[src/rtl/seg_decode_downcounter.sv]
// ---------------------------------------------------------------------------
// seg_decode_downcounter
//
// Reads a byte back from two active-low 7-segment glyphs (HEX1/HEX0 style).
// It then counts that byte down to zero. This is the receiving end of the
// binary->segment display path, used for loop-back checks and countdowns.
//
// State updates on the falling edge of clock, because the clock is KEY-driven.
//
// Ports
//   clock   in   1  system clock, active on the falling edge
//   reset   in   1  synchronous, active-low
//   load    in   1  decode seg_hi/seg_lo into Q; wins over enable
//   enable  in   1  decrement Q once per edge while counting
//   seg_hi  in   7  active-low glyph, upper nibble (bit0=a .. bit6=g)
//   seg_lo  in   7  active-low glyph, lower nibble (bit0=a .. bit6=g)
//   Q       out  8  current count value
//   valid   out  1  Q holds a decoded value (COUNT or DONE)
//   done    out  1  count has reached zero (DONE)
//   err     out  1  last load contained an unrecognised glyph (ERROR)
// ---------------------------------------------------------------------------
module seg_decode_downcounter (
   input  logic       clock,
   input  logic       reset,
   input  logic       load,
   input  logic       enable,
   input  logic [6:0] seg_hi,
   input  logic [6:0] seg_lo,
   output logic [7:0] Q,
   output logic       valid,
   output logic       done,
   output logic       err
);

   typedef enum logic [1:0] {
      IDLE  = 2'd0,
      COUNT = 2'd1,
      DONE  = 2'd2,
      ERROR = 2'd3
   } state_t;

   state_t     state_q, state_d;
   logic [7:0] count_q, count_d;
   logic       valid_q, valid_d;
   logic       done_q,  done_d;
   logic       err_q,   err_d;

   // Returns {ok, nibble}. A glyph is accepted only on an exact match, so
   // partially lit or corrupted patterns are rejected.
   function automatic logic [4:0] glyph_to_nib(input logic [6:0] seg);
      logic [4:0] r;
      case (seg)
         7'h40:   r = {1'b1, 4'h0};
         7'h79:   r = {1'b1, 4'h1};
         7'h24:   r = {1'b1, 4'h2};
         7'h30:   r = {1'b1, 4'h3};
         7'h19:   r = {1'b1, 4'h4};
         7'h12:   r = {1'b1, 4'h5};
         7'h02:   r = {1'b1, 4'h6};
         7'h78:   r = {1'b1, 4'h7};
         7'h00:   r = {1'b1, 4'h8};
         7'h10:   r = {1'b1, 4'h9};
         7'h08:   r = {1'b1, 4'hA};
         7'h03:   r = {1'b1, 4'hB};
         7'h46:   r = {1'b1, 4'hC};
         7'h21:   r = {1'b1, 4'hD};
         7'h06:   r = {1'b1, 4'hE};
         7'h0E:   r = {1'b1, 4'hF};
         default: r = 5'b0_0000;
      endcase
      return r;
   endfunction

   logic [4:0] hi_dec, lo_dec;
   logic [7:0] load_val;

   always_comb begin
      hi_dec   = glyph_to_nib(seg_hi);
      lo_dec   = glyph_to_nib(seg_lo);
      load_val = {hi_dec[3:0], lo_dec[3:0]};
   end

   always_comb begin
      state_d = state_q;
      count_d = count_q;
      if (load) begin
         if (hi_dec[4] && lo_dec[4]) begin
            count_d = load_val;
            state_d = (load_val == 8'h00) ? DONE : COUNT;
         end else begin
            // Keep the old count so the previous value is still inspectable.
            state_d = ERROR;
         end
      end else if (state_q == COUNT && enable) begin
         // Reaching zero moves to DONE on the same edge. Because of this, Q can
         // never wrap from 00 to FF.
         if (count_q <= 8'h01) begin
            count_d = 8'h00;
            state_d = DONE;
         end else begin
            count_d = count_q - 8'h01;
         end
      end
      valid_d = (state_d == COUNT) || (state_d == DONE);
      done_d  = (state_d == DONE);
      err_d   = (state_d == ERROR);
   end

   always_ff @(negedge clock) begin
      if (!reset) begin
         state_q <= IDLE;
         count_q <= 8'h00;
         valid_q <= 1'b0;
         done_q  <= 1'b0;
         err_q   <= 1'b0;
      end else begin
         state_q <= state_d;
         count_q <= count_d;
         valid_q <= valid_d;
         done_q  <= done_d;
         err_q   <= err_d;
      end
   end

   assign Q     = count_q;
   assign valid = valid_q;
   assign done  = done_q;
   assign err   = err_q;

endmodule

[config.mk]
export PLATFORM = sky130hd
export DESIGN_NAME = seg_decode_downcounter
export DESIGN_NICKNAME = d
export VERILOG_FILES = /design/src/rtl/seg_decode_downcounter.sv
export SDC_FILE = /design/constraint.sdc
export NUM_CORES = 1
export LEC_CHECK = 0
export CAP_MARGIN = 20
export CORE_UTILIZATION = 47
export DETAILED_ROUTE_END_ITERATION = 7
export GPL_TIMING_DRIVEN = 0
export PLACE_DENSITY = 0.73
export SLEW_MARGIN = 20
export SYNTH_ARGS = -nofsm -noshare
export SYNTH_HDL_FRONTEND = slang
export SYNTH_SLANG_ARGS = --single-unit
[constraint.sdc]
create_clock -name clock -period 2 [get_ports clock]
set_input_delay 0.4 -clock clock [delete_from_list [all_inputs] [get_ports clock]]
set_output_delay 0.4 -clock clock [all_outputs]
set_load 0.02 [all_outputs]
==> results of run 1 <==
==> metal layers <==
layer  GRT usage  vias up  share of wire
li1            -      988              -
met1       0.422     1101           0.34
met2       0.700      276           0.46
met3      0.0759      100           0.11
met4       0.272        0          0.096
met5           0        -              0
==> per-stage QoR <==
step,std cells,hold WS [ns]
final,351,0.561
after CTS,340,0.498
after global placement,270,0.491
after floorplan,203,0.499
after global routing,351,0.628
after detailed placement,270,0.492
==> how the worst max path moves through the flow <==
stage                    from    end  cells after the start
floorplan           seg_hi[4]   done                     10
global placement    seg_hi[3]  valid                     10
detailed placement  seg_hi[3]  valid                     10
CTS                 seg_hi[4]  valid                     11
global route        seg_hi[0]   Q[5]                     12
finish              seg_hi[1]   Q[5]                     11
==> what timing repair did <==
item / CTS / global route
endpoints found under the setup margin: 24 / 24
pin swaps: 38 / 20
buffers inserted: 49 / 11
cloned: 6 / 0
gates resized for setup: 194 / 23
==> final cells by class <==
cell class | instances | share of cell area
tap | 44 | 0.0201
multi-input combinational | 167 | 0.499
clock inverter | 14 | 0.0191
timing repair buffer | 87 | 0.279
buffer | 16 | 0.0602
sequential | 13 | 0.105
inverter | 7 | 0.00957
clock buffer | 3 | 0.00820
==> sequential cells by signal, indices dropped and copies added, names as in the netlist <==
signal,count
Q,8
valid,1
state_q,2
done,1
err,1
==> power by group through the flow <==
stage | logic [mW] | registers [mW] | clock network (mW)
after CTS | 0.392 | 0.277 | 0.276
after detailed placement | 0.270 | 0.286 | 0.0430
after global placement | 0.262 | 0.286 | 0.0430
after floorplan | 0.173 | 0.295 | 0.0430
after global routing | 0.490 | 0.277 | 0.369
final | 0.471 | 0.278 | 0.335
==> tightest hold or removal path, cell delays in order, from the launching register on <==
cell and delay (ns):
sky130_fd_sc_hd__dfxtp_1 0.34, sky130_fd_sc_hd__a21oi_1 0.15, sky130_fd_sc_hd__nor3_1 0.07
==> logic make-up (layout without fill, tap and decap cells) <==
kind of cell             after synthesis  in the layout  share of synthesized area
AO/OA/AOI/OAI                         56             57                      0.270
XOR/XNOR                               3              3                     0.0177
adder cells (fa/ha/maj)                3              3                     0.0253
buffers and inverters                 24            127                      0.103
flip-flops                            13             13                      0.176
AND/OR/NAND/NOR                      104            104                      0.408
==> layout by cell type (no fill, tap or decap), types with 3 or more instances in the layout <==
| cell type | synthesis | final |
|---|---|---|
| sky130_fd_sc_hd__nor2_1 | 18 | 9 |
| sky130_fd_sc_hd__nand3_1 | 9 | 7 |
| sky130_fd_sc_hd__or3_1 | 5 | 5 |
| sky130_fd_sc_hd__o21ai_0 | 10 | 7 |
| sky130_fd_sc_hd__inv_1 | 8 | 21 |
| sky130_fd_sc_hd__clkdlybuf4s50_1 | 0 | 3 |
| sky130_fd_sc_hd__o21ai_1 | 5 | 3 |
| sky130_fd_sc_hd__o21ai_2 | 1 | 4 |
| sky130_fd_sc_hd__and3_1 | 4 | 3 |
| sky130_fd_sc_hd__a21oi_1 | 8 | 6 |
| sky130_fd_sc_hd__dfxtp_2 | 0 | 4 |
| sky130_fd_sc_hd__buf_8 | 0 | 4 |
| sky130_fd_sc_hd__dfxtp_4 | 0 | 6 |
| sky130_fd_sc_hd__nor3_2 | 1 | 5 |
| sky130_fd_sc_hd__a211oi_2 | 0 | 3 |
| sky130_fd_sc_hd__and2_1 | 4 | 3 |
| sky130_fd_sc_hd__nand4_1 | 8 | 8 |
| sky130_fd_sc_hd__nand2b_1 | 3 | 3 |
| sky130_fd_sc_hd__buf_6 | 7 | 36 |
| sky130_fd_sc_hd__o21ai_4 | 0 | 3 |
| sky130_fd_sc_hd__o211ai_1 | 4 | 4 |
| sky130_fd_sc_hd__nand2_1 | 13 | 11 |
| sky130_fd_sc_hd__nor3_4 | 0 | 4 |
| sky130_fd_sc_hd__buf_4 | 0 | 48 |
| sky130_fd_sc_hd__dfxtp_1 | 13 | 3 |
| sky130_fd_sc_hd__buf_2 | 8 | 9 |
| sky130_fd_sc_hd__nor2_2 | 0 | 9 |
| sky130_fd_sc_hd__nor3_1 | 18 | 10 |
| sky130_fd_sc_hd__clkbuf_4 | 0 | 4 |
| sky130_fd_sc_hd__a31oi_1 | 3 | 3 |
==> metrics.log, run 1 <==
INFO  metric status = complete, but fails checks
INFO  metric violations_in_the_final_reports = negative setup slack
INFO  metric synth_top_cell_by_area = sky130_fd_sc_hd__dfxtp_1
INFO  metric routedWlPerCell = 22.4 um
INFO  metric post_synth_main_area_contributors = sky130_fd_sc_hd__dfxtp_1 (18%), sky130_fd_sc_hd__nor3_1 (6.1%), sky130_fd_sc_hd__buf_6 (5.3%)
INFO  metric cts_sinks = 13
INFO  metric final_critical_path_setup_slack = -1.12 ns
INFO  metric htreeDepth = 1
INFO  metric crit_path_top_delay_cell = sky130_fd_sc_hd__o31ai_4
INFO  metric setup_total_negative_slack = -15.73 ns
INFO  metric synth_fp_nets = 224
INFO  metric worst_hold_startpoint = state_q[1]
INFO  metric synth_largest_type_area_fraction = 0.176
INFO  metric final_core_utilization = 0.907
INFO  metric critPathMaxStageDelay = 0.40 ns
INFO  metric hold-path-endpoint = err
INFO  metric report.power.total = 1.08 mW
INFO  metric synth.cell_area = 0.00148 mm2
INFO  metric finalSetupViolCount = 24
INFO  metric avgSynthCellArea = 7.30 um2
INFO  metric critPathLaunchType = input port
INFO  metric number_of_warnings_printed_during_yosys_synthesis = 0
INFO  metric ctsLongestPathBuffers = 2
INFO  metric timing.rr.end = valid
INFO  metric drt_iter0_markers = 320
INFO  metric layout-drive-gt1-share = 0.547
INFO  metric reg2reg_depth = 9
INFO  metric grt_setup_unrepaired = true
INFO  metric fillerInstances = 129
INFO  metric synth_edf_count = 0
INFO  metric leakagePower = 1.21 nW
INFO  metric design.final.nets = 329
INFO  metric cellInternalPower = 593 uW
INFO  metric timing.slew.headroom = 0.557
INFO  metric fp.dieH = 58.1 um
INFO  metric timing.reg2reg.setup_slack = -0.39 ns
INFO  metric max_fo_critical_path = 5
INFO  metric switching_share = 0.453
INFO  metric finClkSkew = 0.0662 ns
INFO  metric power.net_switching = 491 uW
INFO  metric grt_pass1_wl = 10,300 um
INFO  metric numCtsBuffers = 3
INFO  metric num_antenna_cells = 0
INFO  metric power_dens_cells = 395 mW/mm2
INFO  metric first_global_vias = 2,214
INFO  metric path_buf_inv = 4
INFO  metric yosys-top-cells-count = sky130_fd_sc_hd__nor2_1 (18), sky130_fd_sc_hd__nor3_1 (18), sky130_fd_sc_hd__dfxtp_1 (13), sky130_fd_sc_hd__nand2_1 (13), sky130_fd_sc_hd__o21ai_0 (10)
INFO  metric place_congestion = 0.882
INFO  metric drt-pass1-iter-count = 5
INFO  metric design.portCount = 29
INFO  metric hpwl = 2910 um
INFO  metric path_common_cell = sky130_fd_sc_hd__buf_6
INFO  metric transition_time_at_the_pin_with_the_least_slew_margin = 0.661 ns
INFO  metric synth_sequential_area_ratio = 0.176
INFO  metric die-area = 0.00338 mm2
INFO  metric yosys.cell_types.count = 59
INFO  metric clock_insertion_delay_worst_skew = 0.41 ns
INFO  metric pre_cts_ws = -1.83 ns
INFO  metric instance_count_along_the_most_critical_hold_path = 2
INFO  metric finalHoldViolations = 0
INFO  metric grt_max_degree = 11
INFO  metric clkPwrFrac = 0.309
INFO  metric avgViaCountPerCell = 7.02
INFO  metric placedInstanceArea = 0.00179 mm2
INFO  metric area_delta_synth_final = 85.3%
INFO  metric yosys_register_bits = 13
INFO  metric postSynth.topFlopCell = sky130_fd_sc_hd__dfxtp_1
INFO  metric final-max-slew-violation-count = 0
INFO  metric r2r-start = Q[5]
INFO  metric cap_violations = 0
INFO  metric timing.critical_path.arrival = 2.38 ns
INFO  metric routed_wl = 7860 um
INFO  metric std_cell_rows = 20
INFO  metric timing_worst_setup_path_type = in -> reg
INFO  metric total_gr_overflow = 0
INFO  metric cts_root_buffer = sky130_fd_sc_hd__clkbuf_4
INFO  metric comb_power_share = 0.435
INFO  metric multi_input_area = 0.00137 mm2
INFO  metric floorplan.core_area = 0.00303 mm2
INFO  metric seq_power_share = 0.256
INFO  metric place.port_buffers = 23
INFO  metric chipWidth = 58.1 um
INFO  metric floorplan.initialDensity = 0.489
INFO  metric seqCellArea = 288 um2
INFO  metric cts.reportedPaths.clkPinSlew = 0.08 ns
INFO  metric cts_tree = yes
INFO  metric end_kind = flip-flop
INFO  metric post-route-drc-count = 0
INFO  metric irDropWorstVdd = 0.204 mV
INFO  metric synthArstFlopShare = 0
INFO  metric cell_by_cell_trace_of_the_critical_path = buf_8 > buf_6 > nor3b_2 > o211ai_1 > nand3_4 > o31ai_4 > buf_6 > o21ai_4 > buf_6 > o211ai_1 > nand2_1
INFO  metric drtAntennaViolNets = 0
INFO  metric final_cell_area = 0.00275 mm2
INFO  metric hp-class = reg -> reg
INFO  metric grt.total_usage = 0.396
INFO  metric cts_hold_buf = 0
INFO  metric grt_antenna_before_repair = 1
INFO  metric crit_family = compound AO/OA/AOI/OAI gates
INFO  metric detailroute.via_count = 2,465
INFO  metric netlist_instances = 203
INFO  metric critPathRequiredTime = 1.26 ns
Note: power is estimated with default switching activity, not from simulation.
==> run 2, diff against run 1 <==
--- a/config.mk
+++ b/config.mk
@@ -6,10 +6,10 @@
 export NUM_CORES = 1
 export LEC_CHECK = 0
 export CAP_MARGIN = 20
-export CORE_UTILIZATION = 47
+export CORE_UTILIZATION = 56
 export DETAILED_ROUTE_END_ITERATION = 7
 export GPL_TIMING_DRIVEN = 0
-export PLACE_DENSITY = 0.73
+export PLACE_DENSITY = 0.81
 export SLEW_MARGIN = 20
 export SYNTH_ARGS = -nofsm -noshare
 export SYNTH_HDL_FRONTEND = slang
==> constraint.sdc (replaced) <==
create_clock -name clock -period 3.8 [get_ports clock]
set_input_delay 0.76 -clock clock [delete_from_list [all_inputs] [get_ports clock]]
set_output_delay 0.76 -clock clock [all_outputs]
set_load 0.02 [all_outputs]
==> metrics.log, run 2 (synthesis results as in run 1) <==
INFO  metric numCtsBuffers = 3 (unchanged)
INFO  metric cts_root_buffer = sky130_fd_sc_hd__clkbuf_4
INFO  metric clkPwrFrac = 0.333 (+0.024)
INFO  metric grt_setup_unrepaired = true
INFO  metric timing_worst_setup_path_type = in -> reg
INFO  metric timing.slew.headroom = 0.557 (about the same)
INFO  metric final-max-slew-violation-count = 0 (unchanged)
INFO  metric avgViaCountPerCell = 7.89 (+12%)
INFO  metric drtAntennaViolNets = 0 (unchanged)
INFO  metric drt-pass1-iter-count = 5 (unchanged)
INFO  metric clock_insertion_delay_worst_skew = 0.42 ns (about the same)
INFO  metric timing.critical_path.arrival = 2.77 ns (+0.39 ns)
INFO  metric die-area = 0.00286 mm2 (-16%)
INFO  metric cts.reportedPaths.clkPinSlew = 0.05 ns (-0.03 ns)
INFO  metric floorplan.initialDensity = 0.598 (+0.109)
INFO  metric reg2reg_depth = 8 (-1)
INFO  metric max_fo_critical_path = 8 (+3)
INFO  metric post-route-drc-count = 0 (unchanged)
INFO  metric commonest_non_fill_non_tap_cells_in_the_layout = sky130_fd_sc_hd__buf_4 (28), sky130_fd_sc_hd__inv_1 (21), sky130_fd_sc_hd__buf_6 (17)
INFO  metric place_congestion = 0.908 (+3.0%)
INFO  metric chipWidth = 53.4 um (-8.1%)
INFO  metric seq_power_share = 0.272 (+0.016)
INFO  metric num_antenna_cells = 0 (unchanged)
INFO  metric timing.reg2reg.setup_slack = 1.54 ns (+1.93 ns)
INFO  metric cap_violations = 0 (unchanged)
INFO  metric irDropWorstVdd = 0.297 mV (+46%)
INFO  metric power_dens_cells = 237 mW/mm2 (-40%)
INFO  metric instance_count_along_the_most_critical_hold_path = 2 (unchanged)
INFO  metric report.power.total = 549 uW (-49%)
INFO  metric total_gr_overflow = 0 (unchanged)
INFO  metric critPathMaxStageDelay = 0.31 ns (-0.09 ns)
INFO  metric end_kind = flip-flop
INFO  metric htreeDepth = 1 (unchanged)
INFO  metric finish.cell_count_without_fillers = 308 (-12%)
INFO  metric std_cell_rows = 18 (-10%)
INFO  metric cts_tree = yes
INFO  metric finalSetupViolCount = 13 (-46%)
INFO  metric ctsLongestPathBuffers = 2 (unchanged)
INFO  metric path_common_cell = sky130_fd_sc_hd__nand4_1
INFO  metric grt_max_degree = 11 (unchanged)
INFO  metric transition_time_at_the_pin_with_the_least_slew_margin = 0.661 ns (+0.000494 ns)
INFO  metric leakagePower = 1.02 nW (-16%)
INFO  metric grt_antenna_before_repair = 0 (-1)
INFO  metric crit_path_top_delay_cell = sky130_fd_sc_hd__o21ai_0
INFO  metric grt_pass1_wl = 10,800 um (+5.0%)
INFO  metric routedWlPerCell = 25.8 um (+15%)
INFO  metric design.final.nets = 300 (-8.8%)
INFO  metric layout_commonest_cell = sky130_fd_sc_hd__buf_4
INFO  metric hpwl = 2820 um (-3.2%)
INFO  metric status = complete, but fails checks
INFO  metric multi_input_area = 0.00129 mm2 (-5.4%)
INFO  metric fillerInstances = 79 (-39%)
INFO  metric seqCellArea = 263 um2 (-8.7%)
INFO  metric cts_sinks = 13 (unchanged)
INFO  metric routed_wl = 7940 um (+0.97%)
INFO  metric final_critical_path_setup_slack = -0.565 ns (+0.554 ns)
INFO  metric critPathRequiredTime = 2.20 ns (+0.94 ns)
INFO  metric critPathLaunchType = input port
INFO  metric first_global_vias = 2,224 (+0.45%)
INFO  metric place.port_buffers = 23 (unchanged)
INFO  metric whs = 0.540 ns (-0.0203 ns)
INFO  metric layout-drive-gt1-share = 0.417 (-0.130)
INFO  metric drt_iter0_markers = 291 (-9.1%)
INFO  metric violations_in_the_final_reports = negative setup slack
INFO  metric switching_share = 0.473 (+0.0196)
INFO  metric detailroute.via_count = 2,430 (-1.4%)
INFO  metric cellInternalPower = 290 uW (-51%)
INFO  metric number_of_instances_in_the_placed_design = 256 (-5.2%)
INFO  metric comb_power_share = 0.395 (-0.040)
INFO  metric design.portCount = 29 (unchanged)
INFO  metric cell_by_cell_trace_of_the_critical_path = buf_2 > buf_6 > and3b_1 > o21ai_0 > nand4_1 > nor3_4 > nand4_1 > o21ai_2 > ha_4 > nor2_2
INFO  metric grt.total_usage = 0.533 (+0.137)
INFO  metric finalHoldViolations = 0 (unchanged)
INFO  metric finClkSkew = 0.0712 ns (+0.00495 ns)
INFO  metric area_delta_synth_final = 56.2%
INFO  metric floorplan.core_area = 0.00248 mm2 (-18%)
INFO  metric fp.dieH = 53.4 um (-8.1%)
INFO  metric hp-class = reg -> reg
INFO  metric power.net_switching = 260 uW (-47%)
INFO  metric final_cell_area = 0.00231 mm2 (-16%)
INFO  metric placedInstanceArea = 0.00178 mm2 (-0.98%)
INFO  metric largest_register_ffs = 8 (unchanged)
run 2: cell count changes in the layout (fill, tap and decap cells not counted), sizes merged:
cell / previous run / this run
dlygate4sd2: 0 / 3
clkbuf: 5 / 11
buf: 98 / 59
clkdlybuf4s15: 0 / 1
run 2: power groups by stage:
stage          Combinational (mW)  Clock (mW)  Sequential [mW]
3_5_place_dp                0.142      0.0226            0.151
4_1_cts                     0.175       0.148            0.149
5_1_grt                     0.222       0.189            0.149
6_report                    0.217       0.183            0.149
3_3_place_gp                0.137      0.0226            0.150
2_1_floorplan              0.0908      0.0226            0.156
run 2: cell type report:
type	instances	area share
Sequential cell	13	0.114
Inverter	7	0.0114
Clock inverter	14	0.0227
Clock buffer	3	0.00973
Tap cell	30	0.0162
Multi-Input combinational cell	167	0.559
Timing Repair Buffer	59	0.204
Buffer	15	0.0632
run 2: through the flow:
stage          setup WS, ns   util  TNS, ns
4_1_cts              -0.283  0.910    -1.99
2_1_floorplan        -0.483      -    -3.86
6_report             -0.565  0.934    -5.23
5_1_grt              -0.563  0.934    -5.70
3_3_place_gp          -1.21  0.717   -12.78
3_5_place_dp          -1.23  0.717   -13.32
run 2: path summary, 6_finish.rpt:
kind	from	to
worst max-delay path	seg_hi[3]	valid
worst min-delay path	Q[3]	Q[3]
worst max register to register	Q[2]	valid
worst min register to register	Q[3]	Q[3]
run 2: critical path, delay by kind of cell:
family	cells	cell delay, ns
adder cells (fa/ha/maj)	1	0.23
AO/OA/AOI/OAI	2	0.56
buffers and inverters	2	0.34
AND/OR/NAND/NOR	5	0.86
run 2: timing repair:
item,4_1_cts,5_1_grt
hold buffers,0,0
cloned,5,0
pin swaps,43,12
gates resized for setup,101,36
setup endpoints to repair,24,21
setup buffers,31,2
run 2: routing by layer:
metal,part of all wire,track usage,up-vias
li1,-,-,921
met1,0.32,0.541,1051
met2,0.41,0.819,321
met3,0.15,0.273,137
met4,0.12,0.390,0
met5,0,0.0714,-
